--- src/rtl/button_pynq.sv ---
`default_nettype none
// ============================================================================
// Module   : button_pynq
// Brief    : Push-button sampler with programmable debounce, sticky press
//            flags and per-button press counters for PS register readback.
// Revision : 1.0 - initial release
// ============================================================================
module button_pynq #(
  parameter int NBTN = 4,
  parameter int CNTW = 16
) (
  input  logic                 CLK,
  input  logic                 RESETN,
  input  logic [NBTN-1:0]      BTN,
  input  logic [31:0]          DEBOUNCE,
  input  logic [NBTN-1:0]      CLR,
  output logic [NBTN-1:0]      STATE,
  output logic [NBTN-1:0]      PRESS,
  output logic [NBTN*CNTW-1:0] COUNTS
);

  logic [NBTN-1:0] r_s1;
  logic [NBTN-1:0] r_s2;

  always_ff @(posedge CLK or negedge RESETN) begin
    if (!RESETN) begin
      r_s1 <= '0;
      r_s2 <= '0;
    end else begin
      r_s1 <= BTN;
      r_s2 <= r_s1;
    end
  end

  for (genvar gi = 0; gi < NBTN; gi++) begin : g_btn
    logic [31:0]     r_dcnt;
    logic            r_state;
    logic            r_press;
    logic [CNTW-1:0] r_count;
    logic            w_diff;
    logic            w_accept;
    logic            w_press_evt;

    assign w_diff      = r_s2[gi] ^ r_state;
    // Compare against the live threshold so a lowered DEBOUNCE takes effect at once.
    assign w_accept    = w_diff && (r_dcnt >= DEBOUNCE);
    assign w_press_evt = w_accept && r_s2[gi];

    always_ff @(posedge CLK or negedge RESETN) begin
      if (!RESETN) begin
        r_dcnt  <= '0;
        r_state <= 1'b0;
        r_press <= 1'b0;
        r_count <= '0;
      end else begin
        if (!w_diff) begin
          r_dcnt <= '0;
        end else if (w_accept) begin
          r_state <= r_s2[gi];
          r_dcnt  <= '0;
        end else begin
          r_dcnt <= r_dcnt + 32'd1;
        end

        // A press landing on the same edge as a clear must not be lost.
        if (w_press_evt) begin
          r_press <= 1'b1;
        end else if (CLR[gi]) begin
          r_press <= 1'b0;
        end

        if (w_press_evt) begin
          r_count <= r_count + CNTW'(1);
        end
      end
    end

    assign STATE[gi]                 = r_state;
    assign PRESS[gi]                 = r_press;
    assign COUNTS[gi*CNTW +: CNTW]   = r_count;
  end

endmodule
`default_nettype wire

--- config.mk ---
export PLATFORM = sky130hd
export DESIGN_NAME = button_pynq
export DESIGN_NICKNAME = d
export VERILOG_FILES = /design/src/rtl/button_pynq.sv
export SDC_FILE = /design/constraint.sdc
export NUM_CORES = 1
export LEC_CHECK = 0
export CAP_MARGIN = 15
export CORE_MARGIN = 2
export CORE_UTILIZATION = 47
export CTS_CLUSTER_DIAMETER = 50
export DETAILED_ROUTE_END_ITERATION = 6
export DONT_BUFFER_PORTS = 1
export SLEW_MARGIN = 40
export SYNTH_ARGS = -nofsm -noshare
export SYNTH_HDL_FRONTEND = slang
export SYNTH_SLANG_ARGS = --single-unit
--- constraint.sdc ---
create_clock -name CLK -period 3.4 [get_ports CLK]
set_input_delay 0.34 -clock CLK [delete_from_list [all_inputs] [get_ports CLK]]
set_output_delay 0.34 -clock CLK [all_outputs]
set_load 0.01 [all_outputs]
**Word-level counts from Yosys, hierarchy flattened**

Index checks and enable logic that the tools add are counted.

- Flip-flop bits (word level): 208
- Bits of input ports: 42
- Output and inout port bits: 72

- Add/subtract/negate cells: 8
- Magnitude comparators: 4
- Multiplexer cells: 16
- Bitwise logic cells: 4
- Reduce and logical (&&, ||, !) cells: 16

Operators with widths:

| operator | number |
|---|---|
| 32-bit 2-to-1 mux | 8 |
| 32-bit by 1-bit adder with 32-bit output (second input constant) | 4 |
| 32-bit >= comparator | 4 |
| 16-bit by 1-bit adder with 16-bit output (second input constant) | 4 |
| 1-bit logical AND | 8 |
| 1-bit 2-to-1 mux | 8 |
| 2-bit AND reduction | 4 |
| 2-bit nonzero test | 4 |
| 1-bit XOR | 4 |

**Longest topological paths before layout**

- Depth in word-level cells: 4
- Mapped depth: 10
- Mapped depth without buffers: 9

**Worst setup path after synthesis**

OpenSTA, ideal clock, no wires.

- Path kind: input-to-reg
- Start point: in DEBOUNCE[27]
- End point: reg g_btn[0].r_count[1]
- Library setup time: 125 ps
- Arrival time: 2311 ps
- Data required time: 3275 ps
- Path slack: 964 ps
- Stages: 9
- Buffers on the path: 1
- Cell sequence: inv_1 -> ha_1 -> a21oi_1 -> o21ai_0 -> a221oi_1 -> o2111ai_1 -> nand2_1 -> buf_2 -> mux2_2

- Cells in the longest elaborated chain, start to end: 3

Ends and longest elaborated chain:

| element | RTL line | text |
|---|---|---|
| start, declared | 15 | `input logic [31:0] DEBOUNCE,` |
| 32-bit >= comparator | 46 | `assign w_accept = w_diff && (r_dcnt >= DEBOUNCE);` |
| 1-bit logical AND | 46 |  |
| 1-bit logical AND | 47 | `assign w_press_evt = w_accept && r_s2[gi];` |
| end signal, assigned | 73 | `r_count <= r_count + CNTW'(1);` |
| end, declared | 39 | `logic [CNTW-1:0] r_count;` |

Every way passes these cells.
A chain may end at the register's enable or synchronous reset.

**Worst setup path in the final report**

- Start point: reg g_btn[0].r_dcnt[15]
- End point: reg g_btn[0].r_count[13]

- Cells in the longest elaborated chain, start to end: 3

Ends and longest elaborated chain:

| element | RTL line | text |
|---|---|---|
| start, declared | 36 | `logic [31:0] r_dcnt;` |
| start signal, assigned | 62 | `r_dcnt <= r_dcnt + 32'd1;` |
| 32-bit >= comparator | 46 |  |
| 1-bit logical AND | 46 |  |
| 1-bit logical AND | 47 |  |

Every way passes these cells.

==> impl_metrics.env <==
export IMPL_pre_cts_slack_ps=344
export IMPL_multi_input_area_sq_um=6700
export IMPL_grt_pass1_wl_um=46700
export IMPL_dr_pass1_iters=4
export IMPL_cts_buffers=31
export IMPL_grt_pass1_vias=8896
export IMPL_core_area_sq_um=25900
export IMPL_vias_per_cell=5.39
export IMPL_cp_startpoint="g_btn[0].r_dcnt[15]"
export IMPL_regArea_sq_um=5200
export IMPL_die_area_sq_um=27500
export IMPL_fill_cells=2379
export IMPL_crit_required_ps=3870
export IMPL_path_max_fanout=13
export IMPL_fin_ws_ps=385
export IMPL_crit_path_end_kind="register"
export IMPL_clk_path_buf_depth=3
export IMPL_max_cap_viol_count=0
export IMPL_placed_area_sq_um=12700
export IMPL_period_needed_ps=3020
export IMPL_post_cts_buffers=0
export IMPL_routed_wl_um=27900
export IMPL_place_hpwl_um=20600
export IMPL_r2r_start="g_btn[0].r_dcnt[15]"
export IMPL_n_antenna_cell=0
export IMPL_ioPinCount=114
export IMPL_hold_ws_ps=-518
export IMPL_synth_warnings=0
export IMPL_power_density_nw_per_um2=433
export IMPL_clk_pin_slew_worst_paths_ps=60
export IMPL_outcome="complete, but fails checks"
export IMPL_rows=59
export IMPL_synth_edf_count=0
export IMPL_insertion_delay_ps=560
export IMPL_post_route_drc_count=0
export IMPL_initial_core_util=0.475
export IMPL_cts_root_buf="clkbuf_16"
export IMPL_vias=9008
export IMPL_fin_nets=1490
export IMPL_die_w_um=166
export IMPL_maxSlewHeadroom=0.452
export IMPL_timing_setup_tns_ps=0
export IMPL_post_route_period_util=0.887
export IMPL_routabilityCongestion=0.814
export IMPL_finClkSkew_ps=12.8
export IMPL_wl_per_cell_um=16.7
export IMPL_power_leakage_nw=6.66
export IMPL_ant_nets=0
export IMPL_layoutNonFillerInstCount=1671
export IMPL_synth_seq_area_share=0.423
export IMPL_start_kind="register"
export IMPL_path_class="register to register"
export IMPL_grt_max_degree=209
export IMPL_portBuffers=0
export IMPL_cts_tree="yes"
export IMPL_fp_dieH_um=166
export IMPL_areaGrowthSynthToFinish_pct=12.4
export IMPL_ys_ff_latch=208
export IMPL_finalHoldViolations=208
export IMPL_ctsResizeCount=0
export IMPL_placed_cells=1606
export IMPL_setup_viol=0
export IMPL_maxSlewViolCount=0
export IMPL_cts_hold_buf=8
export IMPL_fmax_mhz=332
export IMPL_synthArstFlopShare=1.00
export IMPL_syn_num_nets=1463
export IMPL_min_path_type="primary input to async pin"
export IMPL_syn_inst=1285
export IMPL_cp_data_arrival_time_ps=3490
export IMPL_drt_iter0_markers=421
export IMPL_power_ir_vdd_worst_mv=0.513
export IMPL_drive_above_1_share=0.0644
export IMPL_htreeDepth=1
export IMPL_overflow=0
export IMPL_syn_avg_cell_area_sq_um=9.58
export IMPL_worst_pin_slew_ps=816
export IMPL_antenna_found_initial=0
export IMPL_synthDistinctLibCells=53
export IMPL_clock_sinks=208
export IMPL_ys_flop_type="dfrtp_1"
export IMPL_rsz0062_at_grt="false"
export IMPL_syn_cell_area_sq_um=12300
export IMPL_stdcell_area_sq_um=13800
export IMPL_violations="hold timing"
export IMPL_grt_usage=0.206
==> where the power goes <==
| group | total [mW] | internal, mW | switching (mW) |
|---|---|---|---|
| registers | 2.51 | 2.49 | 0.0188 |
| clock network | 3.26 | 1.99 | 1.27 |
| logic | 0.212 | 0.0770 | 0.135 |
==> synth_stat cells, types with 6 or more instances <==
library cell / n / area share
nor3_1: 25 / 0.010
and2_1: 7 / 0.0036
a21o_1: 7 / 0.0043
and3_1: 34 / 0.017
nand2b_1: 7 / 0.0036
buf_2: 7 / 0.0028
nand2_1: 114 / 0.035
clkbuf_1: 11 / 0.0034
ha_1: 136 / 0.14
and4_1: 18 / 0.013
nor2_1: 193 / 0.059
mux2_2: 6 / 0.0055
nand4_1: 50 / 0.025
xor2_1: 100 / 0.071
nand3_1: 64 / 0.026
buf_4: 8 / 0.0049
o21ai_0: 22 / 0.0089
nor4_1: 13 / 0.0066
a221oi_1: 8 / 0.0057
inv_1: 66 / 0.020
dfrtp_1: 208 / 0.42
a21oi_1: 49 / 0.020
xnor2_1: 84 / 0.060
==> critical path, cell delays in order, from the launching register on <==
cell	delay (ps)
dfrtp_1	410
ha_1	330
nand4_1	190
nor3_1	390
nand2_1	180
o2111ai_1	390
nand2_1	390
nor4_1	440
xor2_1	200
==> cell type report <==
cell class                 count  share of cell area
multi-input combinational    984               0.485
sequential                   208               0.377
clock buffer                  34              0.0584
tap                          335              0.0303
clock inverter                23              0.0191
inverter                      66              0.0179
timing repair buffer          21              0.0129
==> metrics by stage <==
step,util,power (mW),hold slack [ps]
2_1_floorplan,-,2.70,44.4
3_3_place_gp,0.489,2.76,51.4
3_5_place_dp,0.489,2.76,52.4
4_1_cts,0.534,6.06,-543
5_1_grt,0.534,6.21,-541
6_report,0.534,5.98,-518
==> placed cells by master (no fill, tap or decap), drive strengths merged, types with 26 or more instances in the layout <==
master  instances
xnor2          84
dfrtp         208
xor2          100
ha            136
nor2          194
a21oi          50
nand2         114
and3           34
nor3           26
clkbuf         34
inv            76
nand4          50
nand3          65
==> registers in the layout, summed over array words and instances, names as in the netlist <==
signal and cells:
g_btn.r_dcnt 128, g_btn.r_count 64, g_btn.r_press 4, g_btn.r_state 4, r_s1 4, r_s2 4
==> layer usage <==
layer / track usage / wire (um) / up-vias
met4: 0.0469 / 581 / 0
met1: 0.294 / 13500 / 4321
met5: 0 / 0 / -
met3: 0.0410 / 1350 / 39
met2: 0.324 / 12500 / 163
li1: - / - / 4485
==> cells by family (layout without fill, tap and decap cells) <==
logic type / Yosys count / in the layout / synth area share
flip-flops: 208 / 208 / 0.423
adder cells (fa/ha/maj): 136 / 136 / 0.138
AND/OR/NAND/NOR: 546 / 546 / 0.213
AO/OA/AOI/OAI: 112 / 112 / 0.0568
XOR/XNOR: 184 / 184 / 0.131
multiplexers: 6 / 6 / 0.00549
buffers and inverters: 93 / 144 / 0.0321
==> path summary, 6_finish.rpt <==
path | to | slack [ps] | cells past startpoint
worst max-delay path | g_btn[0].r_count[13] | 380 | 8
worst min register to register | r_s2[1] | 350 | 0
worst max register to register | g_btn[0].r_count[13] | 380 | 8
worst min-delay path | g_btn[1].r_dcnt[8] | -520 | 0
min in group CLK | r_s1[2] | 330 | 1
max in group asynchronous | g_btn[0].r_dcnt[6] | 3440 | 0
(Power assumes the default switching activity.)
